==> src/rtl/scan_mux_if.sv <==
// scan_mux_if: select/data bundle between a scan_mux and whatever drives it
interface scan_mux_if #(
  parameter int WIDTH = 8,
  parameter int CHANNELS = 4
);
  localparam int SELW = $clog2(CHANNELS);
  logic en;
  logic mode;
  logic [SELW-1:0] sel;
  logic [CHANNELS*WIDTH-1:0] din;
  logic [WIDTH-1:0] dout;
  logic [SELW-1:0] ch;
  logic valid;
  logic wrap;
  modport master (output en, mode, sel, din, input dout, ch, valid, wrap);
  modport slave (input en, mode, sel, din, output dout, ch, valid, wrap);
endinterface

==> src/rtl/scan_mux.sv <==
// scan_mux: registered N-channel mux, manual select or round-robin scan with per-channel dwell
module scan_mux #(
  parameter int WIDTH = 8,
  parameter int CHANNELS = 4,
  parameter int DWELL = 2
) (
  input logic clk,
  input logic rst,
  scan_mux_if.slave bus
);
  localparam int SELW = $clog2(CHANNELS);
  localparam int CW = DWELL > 1 ? $clog2(DWELL) : 1;
  typedef enum logic {MANUAL, SCAN} mode_t;
  mode_t st;
  logic [SELW-1:0] ptr, ptr_n, ch_n;
  logic [CW-1:0] cnt, cnt_n;
  logic [WIDTH-1:0] dout_n, sel_word, ptr_word;
  logic valid_n, wrap_n, legal, last, ptr_last;
  function automatic logic [WIDTH-1:0] word(input logic [SELW-1:0] i, input logic [CHANNELS*WIDTH-1:0] d);
    word = '0;
    for (int k = 0; k < CHANNELS; k++)
      if (i == SELW'(k)) word = d[k*WIDTH +: WIDTH];
  endfunction
  assign st = mode_t'(bus.mode);
  assign legal = 32'(bus.sel) < CHANNELS;
  assign last = cnt == CW'(DWELL - 1);
  assign ptr_last = ptr == SELW'(CHANNELS - 1);
  assign sel_word = word(bus.sel, bus.din);
  assign ptr_word = word(ptr, bus.din);
  always_comb begin
    dout_n = bus.dout;
    ch_n = bus.ch;
    valid_n = 1'b0;
    wrap_n = 1'b0;
    ptr_n = ptr;
    cnt_n = cnt;
    if (bus.en && st == MANUAL) begin
      dout_n = legal ? sel_word : '0;
      ch_n = bus.sel;
      valid_n = legal;
      ptr_n = legal ? bus.sel : ptr;
      cnt_n = legal ? '0 : cnt;
    end else if (bus.en) begin
      dout_n = ptr_word;
      ch_n = ptr;
      valid_n = 1'b1;
      wrap_n = last && ptr_last;
      cnt_n = last ? '0 : cnt + 1'b1;
      ptr_n = !last ? ptr : ptr_last ? '0 : ptr + 1'b1;
    end
  end
  always_ff @(posedge clk) begin
    if (rst) begin
      bus.dout <= '0;
      bus.ch <= '0;
      bus.valid <= 1'b0;
      bus.wrap <= 1'b0;
      ptr <= '0;
      cnt <= '0;
    end else begin
      bus.dout <= dout_n;
      bus.ch <= ch_n;
      bus.valid <= valid_n;
      bus.wrap <= wrap_n;
      ptr <= ptr_n;
      cnt <= cnt_n;
    end
  end
endmodule

==> src/flat_wrapper.sv <==
// flat-port wrapper written by rule: the top's interface ports become plain ports
module scan_mux_flat 
#(
  parameter int WIDTH = 8,
  parameter int CHANNELS = 4,
  parameter int DWELL = 2
)
  (clk, rst, bus_en, bus_mode, bus_sel, bus_din, bus_dout, bus_ch, bus_valid, bus_wrap);
  scan_mux_if #(.WIDTH(WIDTH), .CHANNELS(CHANNELS)) bus_i ();
  input logic clk;
  input logic rst;
  input wire logic [$bits(bus_i.en)-1:0] bus_en;
  input wire logic [$bits(bus_i.mode)-1:0] bus_mode;
  input wire logic [$bits(bus_i.sel)-1:0] bus_sel;
  input wire logic [$bits(bus_i.din)-1:0] bus_din;
  output wire logic [$bits(bus_i.dout)-1:0] bus_dout;
  output wire logic [$bits(bus_i.ch)-1:0] bus_ch;
  output wire logic [$bits(bus_i.valid)-1:0] bus_valid;
  output wire logic [$bits(bus_i.wrap)-1:0] bus_wrap;
  assign bus_i.en = bus_en;
  assign bus_i.mode = bus_mode;
  assign bus_i.sel = bus_sel;
  assign bus_i.din = bus_din;
  assign bus_dout = bus_i.dout;
  assign bus_ch = bus_i.ch;
  assign bus_valid = bus_i.valid;
  assign bus_wrap = bus_i.wrap;
  scan_mux #(.WIDTH(WIDTH), .CHANNELS(CHANNELS), .DWELL(DWELL)) u_core (.clk(clk), .rst(rst), .bus(bus_i));
endmodule
==> config.mk <==
export PLATFORM = sky130hd
export DESIGN_NAME = scan_mux_flat
export DESIGN_NICKNAME = d
export VERILOG_FILES = /design/src/rtl/scan_mux_if.sv /design/src/rtl/scan_mux.sv /design/src/flat_wrapper.sv
export SDC_FILE = /design/constraint.sdc
export NUM_CORES = 1
export LEC_CHECK = 0
export CAP_MARGIN = 20
export CORE_MARGIN = 2
export CORE_UTILIZATION = 37
export DETAILED_ROUTE_END_ITERATION = 7
export PLACE_DENSITY = 0.81
export SETUP_SLACK_MARGIN = 0.15
export SYNTH_ARGS = -nofsm -noshare
export SYNTH_HDL_FRONTEND = slang
export SYNTH_SLANG_ARGS = --single-unit
==> constraint.sdc <==
create_clock -name clk -period 1.65 [get_ports clk]
set_clock_uncertainty 0.1 [all_clocks]
set_input_delay 0.33 -clock clk [delete_from_list [all_inputs] [get_ports clk]]
set_output_delay 0.33 -clock clk [all_outputs]
set_load 0.005 [all_outputs]
==> tab_implementation.tex <==
\begin{tabular}{lr}
\hline
Metric & Value \\
\hline
\multicolumn{2}{l}{\textbf{Power}} \\
Switch Pwr & 385.6 uW \\
Pwr Density & 544.7 mW/mm2 \\
Reg power frac & 36.1\% \\
Maximum vdd ir drop & 0.2858 mV \\
Net Sw Frac & 33.72\% \\
Power consumption & 1.144 mW \\
Standby leakage power & 0.8812 nW \\
Clk pwr share & 20.1\% \\
Internal Power & 758.0 uW \\
Part of the total power dissipated in combinational logic & 43.8\% \\
\multicolumn{2}{l}{\textbf{Clock network}} \\
CTS root buffer & clkbuf\_4 \\
TritonCTS sink count & 15 \\
Clock Pin Slew Worst Setup and Hold Paths & 100 ps \\
H-tree level count & 1 \\
Source-to-sink clock delay at the later pin of the worst-skew pair & 300 ps \\
Post-cts hold buffer count & 0 \\
Number of buffers on the longest clock path & 2 \\
TritonCTS clock tree & built \\
Number of buffers created by CTS & 3 \\
\multicolumn{2}{l}{\textbf{Synthesis}} \\
Leading area contributor after synthesis & dfxtp\_1 \\
Cell types occupying the most area after synthesis & dfxtp\_1, mux2i\_1, a221oi\_1 \\
Synth Register Bits & 15 \\
Proportion of synthesized chip area in sequential cells & 26.85\% \\
Area share of the largest cell type after synthesis & 26.85\% \\
Synthesized-area fraction occupied by ao, oa, aoi and oai cells & 31.88\% \\
Share of the synthesized netlist area taken by xor and xnor gates & 0\% \\
Post-Synthesis Mean Instance Area & 8.286 um2 \\
Post-synthesis share of cell area spent on and, or, nand and nor gates & 21.25\% \\
Post-synthesis cell count & 135 \\
Multiplexer share of the synthesized area & 8.166\% \\
Post-synthesis adder-cell area fraction & 4.474\% \\
Number of different library cells in the post-synthesis netlist & 33 \\
Mapped Nets & 177 \\
Syn. warnings & 0 \\
Largest family of logic cells by synthesized area & compound AO/OA/AOI/OAI gates \\
Post-synthesis instance area & 0.001119 mm2 \\
\multicolumn{2}{l}{\textbf{Die}} \\
Core area & 0.002805 mm2 \\
Die width & 58.99 um \\
Count of pins on the block boundary & 50 \\
Die outline area & 0.003479 mm2 \\
Number of rows in the core area & 19 \\
Height of the die & 58.99 um \\
Initial Util & 39.88\% \\
\multicolumn{2}{l}{\textbf{Place}} \\
Detailed placement HPWL & 3090 um \\
Routability Congestion & 0.8512 \\
Count of input and output buffers & 49 \\
Worst slack at placement & -281.1 ps \\
\multicolumn{2}{l}{\textbf{Route}} \\
DR vias & 1517 \\
Remaining DRCs & 6 \\
Vias per cell & 6.243 \\
Wire length per cell after detailed routing & 19.66 um \\
Final routed wirelength across all metal layers & 4777 um \\
Detailed-router iteration count before antenna repair & 6 \\
Antenna-violating nets left & 0 \\
Number of DRC violations after detailed-routing iteration 0 & 58 \\
\multicolumn{2}{l}{\textbf{Critical path}} \\
Max Fanout on Critical Path & 5 \\
CP Launch Type & flip-flop \\
Crit end category & flip-flop \\
Count of cells along the worst register-to-register path & 6 \\
Endpoint required time on the critical path & 1730 ps \\
Terminus of the critical flop-to-flop path & u\_core.bus.dout[5] \\
FF-to-FF setup slack & 90 ps \\
Launching point of the worst reg2reg path & u\_core.ptr[1] \\
Type of the worst setup path & flip-flop to flip-flop \\
Critical path data arrival time & 1630 ps \\
\multicolumn{2}{l}{\textbf{STA}} \\
Setup repair after global routing missed its margin & true \\
Number of max-slew violations in the final report & 0 \\
Transition at the pin with the smallest max-transition slack & 390.2 ps \\
Final count of hold timing violations & 0 \\
Normalized max-slew margin & 73.98\% \\
Worst-case setup margin in the final layout & 94.35 ps \\
Time the final worst path needs with I/O delays and setup & 1556 ps \\
Highest Clock Rate & 642.8 MHz \\
Finish-stage setup viols & 0 \\
Hold slack final & 406.7 ps \\
Post-route clock period utilization & 94.28\% \\
\multicolumn{2}{l}{\textbf{GRT}} \\
Met2 track demand over resource in global routing & 51.75\% \\
Global route total overflow & 0 \\
Combined global-route utilization of all metal layers & 27.44\% \\
Met3 layer usage reported by global route & 2.838\% \\
Pin count of the biggest net entering global routing & 16 \\
Global-route track usage on met1 & 31.13\% \\
Wire length of the first global-routing pass & 7203 um \\
Via count of the first global-routing pass & 1548 \\
Antenna violations before repair & 0 \\
Global routing's busiest layer & met2 \\
\multicolumn{2}{l}{\textbf{Final layout}} \\
Synth-to-layout area growth & 87.70\% \\
Share of layout cells above drive strength 1 & 38.21\% \\
Antenna diode count & 0 \\
Fill cell total of the finished layout & 191 \\
Number of nets in the layout & 255 \\
\multicolumn{2}{l}{\textbf{Run}} \\
Number of max-cap violations & 0 \\
\multicolumn{2}{l}{\textbf{Outcome}} \\
Violations in the final reports & design-rule violations \\
Outcome & complete, but fails checks \\
\multicolumn{2}{l}{\textbf{Hold path}} \\
Cell depth of the worst hold path & 2 \\
Hold path startpoint & u\_core.bus.dout[0] \\
Worst hold path class & flip-flop to flip-flop \\
Worst min-delay path endpoint & u\_core.bus.dout[0] \\
\hline
\end{tabular}
[metal layers]
metal  vias up  share of wire [%]  wire length, um
met2        83                 52             2492
met1       733                 37             1772
met5         -                  0                0
met4         0                4.1              196
met3        24                6.6              316
li1        677                  -                -
[cell usage after synthesis]
master / number
a211oi_1: 2
a21oi_1: 5
a21oi_2: 1
a221o_1: 7
a221oi_1: 9
a311oi_1: 7
a311oi_2: 1
and2_0: 1
and2_1: 1
and2b_1: 1
and2b_4: 1
and3_1: 1
buf_2: 5
buf_4: 2
buf_6: 1
clkbuf_1: 3
clkbuf_2: 1
dfxtp_1: 15
ha_1: 4
inv_1: 3
inv_2: 1
mux2_2: 1
mux2i_1: 8
nand2_1: 10
nand2b_1: 8
nand3_1: 8
nor2_1: 12
nor2b_1: 2
nor3_1: 2
o21ai_0: 3
o22ai_1: 1
o2bb2ai_1: 7
or3_1: 1
[state kept, by name (all words and copies together) (netlist names)]
name	cells
u_core.cnt	1
u_core.bus.dout	8
u_core.bus.valid	1
u_core.bus.wrap	1
u_core.bus.ch	2
u_core.ptr	2
[stage by stage]
| step | util, % | TNS [ps] | instances | cell area [um2] |
|---|---|---|---|---|
| finish | 74.84 | 0 | 243 | 2100 |
| global route | 74.84 | 0 | 243 | 2100 |
| CTS | 71.90 | 0 | 241 | 2017 |
| detailed placement | 65.30 | -2489 | 233 | 1832 |
| global placement | 65.30 | -2051 | 233 | 1832 |
| floorplan | - | 0 | 135 | 1152 |
[cell families (layout without fill, tap and decap cells)]
logic type | Yosys count | after routing
buffers and inverters | 16 | 93
multiplexers | 9 | 9
AO/OA/AOI/OAI | 43 | 43
flip-flops | 15 | 15
adder cells (fa/ha/maj) | 4 | 4
AND/OR/NAND/NOR | 48 | 48
[how the worst max path moves through the flow]
stage                        startpoint                 end  cells past startpoint
after floorplan           u_core.ptr[1]  u_core.bus.dout[0]                      8
after global placement         bus_mode  u_core.bus.dout[0]                      5
after detailed placement     bus_sel[0]  u_core.bus.dout[7]                      7
after CTS                 u_core.ptr[0]  u_core.bus.dout[1]                      6
after global routing      u_core.ptr[1]  u_core.bus.dout[6]                      7
final                     u_core.ptr[1]  u_core.bus.dout[5]                      6
[power by group through the flow]
| stage | clock (mW) | combinational [mW] | sequential (mW) |
|---|---|---|---|
| global placement | 0 | 0.412 | 0.414 |
| global route | 0.239 | 0.535 | 0.416 |
| detailed placement | 0 | 0.423 | 0.416 |
| floorplan | 0 | 0.192 | 0.416 |
| CTS | 0.228 | 0.451 | 0.412 |
| finish | 0.229 | 0.501 | 0.413 |
[timing repair]
action	4_1_cts	5_1_grt
cloned	0	0
gates resized for setup	53	10
pin swaps	20	15
endpoints found under the setup margin	20	8
setup buffers	4	2
[final cells by class]
| type | instances | area (um2) | area share (%) |
|---|---|---|---|
| inverters | 4 | 23.77 | 1.132 |
| well taps | 31 | 38.79 | 1.847 |
| flip-flops and latches | 15 | 320.3 | 15.26 |
| repair buffers | 85 | 763.2 | 36.35 |
| clock buffers | 3 | 22.52 | 1.073 |
| clock inverters | 1 | 5.005 | 0.2384 |
| multi-input cells | 104 | 925.9 | 44.10 |
[layout by cell type, fill, tap and decap left out, drive strengths merged]
cell type,n
buf,36
o2bb2ai,7
and3,1
and2,2
dfxtp,15
nand2,10
a211oi,2
a21oi,6
or3,1
clkinv,1
clkdlybuf4s50,33
a221oi,9
ha,4
clkinvlp,1
nor2b,2
and2b,2
nand2b,8
inv,3
mux2i,8
clkbuf,3
a221o,7
a311oi,8
nor2,12
dlygate4sd2,16
o22ai,1
nand3,8
o21ai,3
mux2,1
nor3,2
[critical path, stage by stage (launching register included)]
cell      delay [ps]
dfxtp_4          370
buf_6            120
ha_4             150
and2_4           140
buf_6            130
a221oi_2         290
a311oi_2         130
Power figures use the tool's default switching activity.
